## src/rtl/multi_digit_bcd_counter.sv

```systemverilog
// Cascaded BCD up/down counter with parallel load, wrap/saturate limits,
// terminal-count, overflow and rejected-load flags.
module multi_digit_bcd_counter #(
   parameter int unsigned DIGITS = 4,
   parameter int unsigned WRAP   = 1
) (
   input  logic                  clk,
   input  logic                  reset,
   input  logic                  en,
   input  logic                  up_down,
   input  logic                  load,
   input  logic [4*DIGITS-1:0]   load_val,
   output logic [4*DIGITS-1:0]   count,
   output logic                  tc,
   output logic                  ovf,
   output logic                  load_err
);

   localparam int unsigned Width = 4 * DIGITS;
   localparam logic [Width-1:0] AllNines = {DIGITS{4'h9}};

   logic [Width-1:0] count_q, count_d, stepped;
   logic             ovf_q, ovf_d, load_err_q, load_err_d;
   logic             load_ok, at_limit, ripple;

   always_comb begin
      load_ok = 1'b1;
      for (int i = 0; i < int'(DIGITS); i++) begin
         if (load_val[4*i +: 4] > 4'd9) load_ok = 1'b0;
      end
   end

   assign at_limit = up_down ? (count_q == AllNines) : (count_q == '0);

   // Carry/borrow ripples from digit 0 upward; stops at the first digit that
   // does not wrap, so every digit settles in the same edge.
   always_comb begin
      stepped = count_q;
      ripple  = 1'b1;
      for (int i = 0; i < int'(DIGITS); i++) begin
         if (ripple) begin
            if (up_down) begin
               if (count_q[4*i +: 4] == 4'd9) begin
                  stepped[4*i +: 4] = 4'd0;
               end else begin
                  stepped[4*i +: 4] = count_q[4*i +: 4] + 4'd1;
                  ripple            = 1'b0;
               end
            end else begin
               if (count_q[4*i +: 4] == 4'd0) begin
                  stepped[4*i +: 4] = 4'd9;
               end else begin
                  stepped[4*i +: 4] = count_q[4*i +: 4] - 4'd1;
                  ripple            = 1'b0;
               end
            end
         end
      end
   end

   always_comb begin
      count_d    = count_q;
      ovf_d      = 1'b0;
      load_err_d = 1'b0;
      if (load) begin
         if (load_ok) count_d    = load_val;
         else         load_err_d = 1'b1;
      end else if (en) begin
         ovf_d = at_limit;
         // Saturating mode freezes at the limit instead of taking the wrapped value.
         if (!at_limit || (WRAP != 0)) count_d = stepped;
      end
   end

   always_ff @(posedge clk) begin
      if (reset) begin
         count_q    <= '0;
         ovf_q      <= 1'b0;
         load_err_q <= 1'b0;
      end else begin
         count_q    <= count_d;
         ovf_q      <= ovf_d;
         load_err_q <= load_err_d;
      end
   end

   assign count    = count_q;
   assign ovf      = ovf_q;
   assign load_err = load_err_q;
   assign tc       = en & ~load & at_limit;

endmodule

```

## config.mk

```make
export PLATFORM = sky130hd
export DESIGN_NAME = multi_digit_bcd_counter
export DESIGN_NICKNAME = d
export VERILOG_FILES = /design/src/rtl/multi_digit_bcd_counter.sv
export SDC_FILE = /design/constraint.sdc
export NUM_CORES = 1
export LEC_CHECK = 0
export CORE_ASPECT_RATIO = 0.6
export CORE_MARGIN = 1
export CORE_UTILIZATION = 35
export DETAILED_ROUTE_END_ITERATION = 16
export DONT_BUFFER_PORTS = 1
export GPL_TIMING_DRIVEN = 0
export PLACE_DENSITY_LB_ADDON = 0.15
export SLEW_MARGIN = 20
export SYNTH_ARGS = -nofsm -noshare
export SYNTH_HDL_FRONTEND = slang
export SYNTH_SLANG_ARGS = --single-unit
```

## constraint.sdc

```tcl
create_clock -name clk -period 3.5 [get_ports clk]
set_clock_uncertainty 0.15 [all_clocks]
set_input_delay 0.35 -clock clk [delete_from_list [all_inputs] [get_ports clk]]
set_output_delay 0.35 -clock clk [all_outputs]
set_load 0.005 [all_outputs]
```

Word-level counts from Yosys, hierarchy flattened
Index checks and enable logic that the tools add are counted.
{"block": "word_totals", "regBits": 18, "latchBits": 0, "mem_bits_rw": 0, "mem_bits_ro": 0, "in_bits": 21, "out_inout_bits": 19, "wordCells": 78, "memories": 0}
{"block": "op_classes", "n_addsub": 8, "multipliers": 0, "n_div": 0, "magnitude_cmp": 4, "n_eq_ne": 6, "n_shift": 0, "n_mux": 35, "n_bitwise": 4, "n_reduce_logical": 15}
{"cell": "$mux 4", "count": 15}
{"cell": "$mux 16", "count": 3}
{"cell": "$mux 1", "count": 17}
{"cell": "$add 4x1->4 const B", "count": 4}
{"cell": "$eq 16x16->1 const B", "count": 1}
{"cell": "$eq 4x4->1 const B", "count": 4}
{"cell": "$gt 4x4->1 const B", "count": 4}
{"cell": "$logic_not 16->1", "count": 1}
{"cell": "$logic_not 4->1", "count": 4}
{"cell": "$sub 4x1->4 const B", "count": 4}
{"cell": "$reduce_and 3->1", "count": 3}
{"cell": "$reduce_bool 2->1", "count": 4}
{"cell": "$reduce_or 3->1", "count": 1}
{"cell": "$and 1x1->1", "count": 2}
{"cell": "$ne 2x1->1 const B", "count": 1}
{"cell": "$not 1->1", "count": 2}
{"cell": "$reduce_and 2->1", "count": 1}
{"cell": "$reduce_or 2->1", "count": 1}

Longest topological paths before layout
{"block": "depth", "ltp_word": 8, "mapped_depth": 8, "ltp_nobuf": 5}

Worst setup path after synthesis
OpenSTA, ideal clock, no wires.
{"block": "synth_path", "kind": "reg-to-output", "start": "reg count_q[9], in the netlist count[9]", "end": "out tc", "arrival_time_ns": 1.294, "t_required_ns": 3.000, "slack_ns": 1.706, "path_stages_with_launch": 6, "path_buffers": 1, "cell_sequence": "dfxtp_1 > buf_6 > nor4_2 > and2b_1 > nand4_2 > a2111oi_4"}
{"block": "synth_between", "elab_chain_len": 3}
{"item": "from (decl)", "line": "22", "rtl": "logic [Width-1:0] count_q, count_d, stepped;"}
{"item": "from (signal assigned)", "line": "81", "rtl": "count_q <= count_d;"}
{"item": "$eq 16x16->1 or $logic_not 16->1 (tied branches)", "line": "33", "rtl": "assign at_limit = up_down ? (count_q == AllNines) : (count_q == '0);"}
{"item": "$mux 1 (*)", "line": "33"}
{"item": "$and 1x1->1 (*)", "line": "90", "rtl": "assign tc = en & ~load & at_limit;"}
{"item": "to (decl)", "line": "14", "rtl": "output logic tc,"}
Mark *: on every way between the ends. The rest lies on a longest branch, timed or not.

Worst setup path after layout
Ends and elaborated chain as after synthesis.

==> results by group <==
Cells and area
  • # diodes: 0
  • Layout cells sized above 1: 0.1205
  • Final nets: 246
  • Final Cell Area: 1769 sq um
  • Final core area utilization: 0.4113
  • Synth-to-Final Area Change: 7.939%
  • Most frequent cells in the layout: 18 x dfxtp_1, 16 x nor2_1, 16 x a21oi_1
  • Most common cell after layout, fill and taps aside: dfxtp_1

Die
  • Initial Util: 0.3810
  • Core Footprint: 4302 sq um
  • Die height: 55.01 microns
  • Die W: 90.35 microns
  • Row count: 18
  • Number of I/O pins: 40
  • Total Die Area: 4970 sq um

Clock tree
  • Clk Latency, worst-skew pair: 0.27 ns
  • Clock Path Buffers: 2
  • Setup bufs post-CTS: 0
  • Post-CTS Hold Fix Bufs: 0
  • Clock tree sinks: 18
  • CTS root buf: clkbuf_8
  • CTS tree: done
  • CTS clock-pin slew for the worst setup and hold paths: 0.08 ns
  • PostCTS Resize Cnt: 0
  • CTS H-tree lvls: 1
  • CTS Buf Count: 3

Setup path
  • CP peak stage delay: 0.46 ns
  • Slowest CP cell: a2111oi_4
  • Critical path endpoint category: output port
  • Max FO, Critical Path: 10
  • CP Launch Type: flop
  • Crit-path cells: buf_6, nor4_2, and2b_1, nand4_2, a2111oi_4
  • CP arrival: 1.85 ns
  • Worst EP required: 3.00 ns
  • Kind of critical path: reg2out

Pwr
  • Sw Ratio: 0.3464
  • Internal Power: 381.7 uW
  • Reg power frac: 0.391
  • P_sw: 202.3 uW
  • Clock Power Share: 0.318
  • Static Leak: 0.6058 nW
  • Total power draw: 584.1 uW
  • Gate power share: 0.292
  • Power Density: 330.1 nW/um^2
  • Peak supply drop: 0.0001296 V

Yosys
  • Mean post-synth cell area: 7.450 sq um
  • Number of flops mapped to enable cells by yosys: 0
  • Post-synthesis adder-cell area fraction: 0
  • Post-Synth XOR/XNOR Area: 0.02672
  • Top FF cell, synth: dfxtp_1
  • Post-synthesis simple-gate area fraction: 0.3229
  • Sequential-to-total area share from yosys stat: 0.2198
  • Yosys top cell area share: 0.2198
  • Flops & latches, synth: 18
  • Largest family of logic cells by synthesized area: simple AND/OR/NAND/NOR gates
  • Synth Area in Compound Gates: 0.3130
  • Synth area leaders: dfxtp_1 22%, a21oi_1 4.9%, nor2_1 3.7%, nor3_1 3.4%, o21ai_1 3.4%
  • Synthesized instance count: 220
  • Yosys top cell by area: dfxtp_1
  • Synthesized area: 1639 sq um
  • Ys Warns: 0
  • Synth cell types: 59
  • Post-synth ARST share: 0
  • Mux contribution to synthesized area: 0.02443
  • Synthesized Nets: 241

Global route
  • Maximum number of pins on one net before global-route repair: 11
  • Initial antenna violation count: 0
  • Vias in the first global route: 1,439
  • First-pass GRT wire length: 8004 microns
  • Grt total ovfl: 0
  • GRT Util Overall: 0.2174

Hold path
  • Worst min path class: in2reg

Drt
  • WL/cell: 18.30 microns
  • DRT Wirelength: 5196 microns
  • TritonRoute pass-1 iters: 4
  • Via density: 5.870
  • Vias: 1,667
  • Antenna Nets Post-Route: 0
  • Residual DRC: 0
  • DR iter-0 viols: 100

Placed design
  • Placed cell area: 1714 sq um
  • Input/output buffers: 0
  • Detail Placement HPWL: 3883 microns
  • Placer Congestion: 0.7947

Timing
  • RSZ-0062 raised after global routing: no
  • Worst slew pin tran: 0.5996 ns
  • Final setup vio count: 0
  • Fin. Hold Viols: 0
  • Tightest hold margin: 0.1002 ns
  • FMAX: 0.4256 GHz
  • Setup tns final: 0 ns
  • Max-slew headroom: 0.6003
  • Final period util: 0.6713
  • Min Clock Period, post-route: 2.350 ns
  • Fin. max-slew vios: 0

Run
  • Max Cap Viol: 0

Status
  • Status: finished clean
routing by layer:
layer / GRT usage / up-vias / share of wire
li1: - / 842 / -
met1: 0.3208 / 760 / 0.54
met2: 0.3155 / 61 / 0.37
met3: 0.06148 / 4 / 0.088
met4: 0.03226 / 0 / 0.0048
met5: 0 / - / 0
cell type report:
cell class / count / area (sq um)
Multi-Input combinational cell: 172 / 1126
Tap cell: 60 / 75.07
Inverter: 7 / 26.28
Sequential cell: 18 / 360.3
Fill cell: 456 / 2532
Buffer: 23 / 126.4
Clock buffer: 4 / 55.05
worst max-delay path, delay by kind of cell (launching register included):
family / cells / cell delay (ns)
buffers and inverters: 1 / 0.14
and+or+nand+nor: 3 / 0.63
AOI/OAI and AO/OA: 1 / 0.46
DFF: 1 / 0.34
kinds of logic after synthesis:
group	count (synthesis)
multiplexers	4
AO/OA/AOI/OAI	73
AND/OR/NAND/NOR	90
flip-flops	18
XOR/XNOR	5
buffers and inverters	30
worst paths after layout:
path | startpoint | endpoint | slack, ns | cells after the start
worst max-delay path | count[9] | tc | 1.15 | 5
worst min-delay path | load_val[4] | count[4] | 0.10 | 2
worst max register to register | count[6] | count[10] | 1.51 | 6
worst min register to register | count[9] | count[9] | 0.51 | 3
sequential cells by signal, indices dropped and copies added (netlist names):
name and flops:
ovf 1, load_err 1, count 16
metrics by stage:
step                cells  setup slack (ns)
finish                284             1.150
global route          284             1.079
CTS                   284             1.196
detailed placement    280             1.375
global placement      280             1.418
floorplan             220             1.706
cell usage after synthesis, types with 4 or more instances:
cell type / n
nor2_1: 16
clkbuf_1: 8
and2_1: 4
buf_2: 10
a211oi_1: 4
o2111ai_1: 4
mux2i_1: 4
nand2b_1: 5
nor3_1: 11
and3_1: 5
o21ai_1: 11
inv_1: 6
dfxtp_1: 18
nand3_1: 5
a21oi_1: 16
o21ai_0: 8
nand2_1: 7
nor2b_1: 7
nand3b_1: 5
power by group through the flow:
stage	combinational (mW)	sequential, mW	clock, mW
after floorplan	0.133	0.229	0
after global placement	0.168	0.233	0
after detailed placement	0.168	0.233	0
after CTS	0.168	0.228	0.189
after global routing	0.188	0.230	0.193
final	0.170	0.228	0.185
Note: power is estimated with default switching activity, not from simulation.
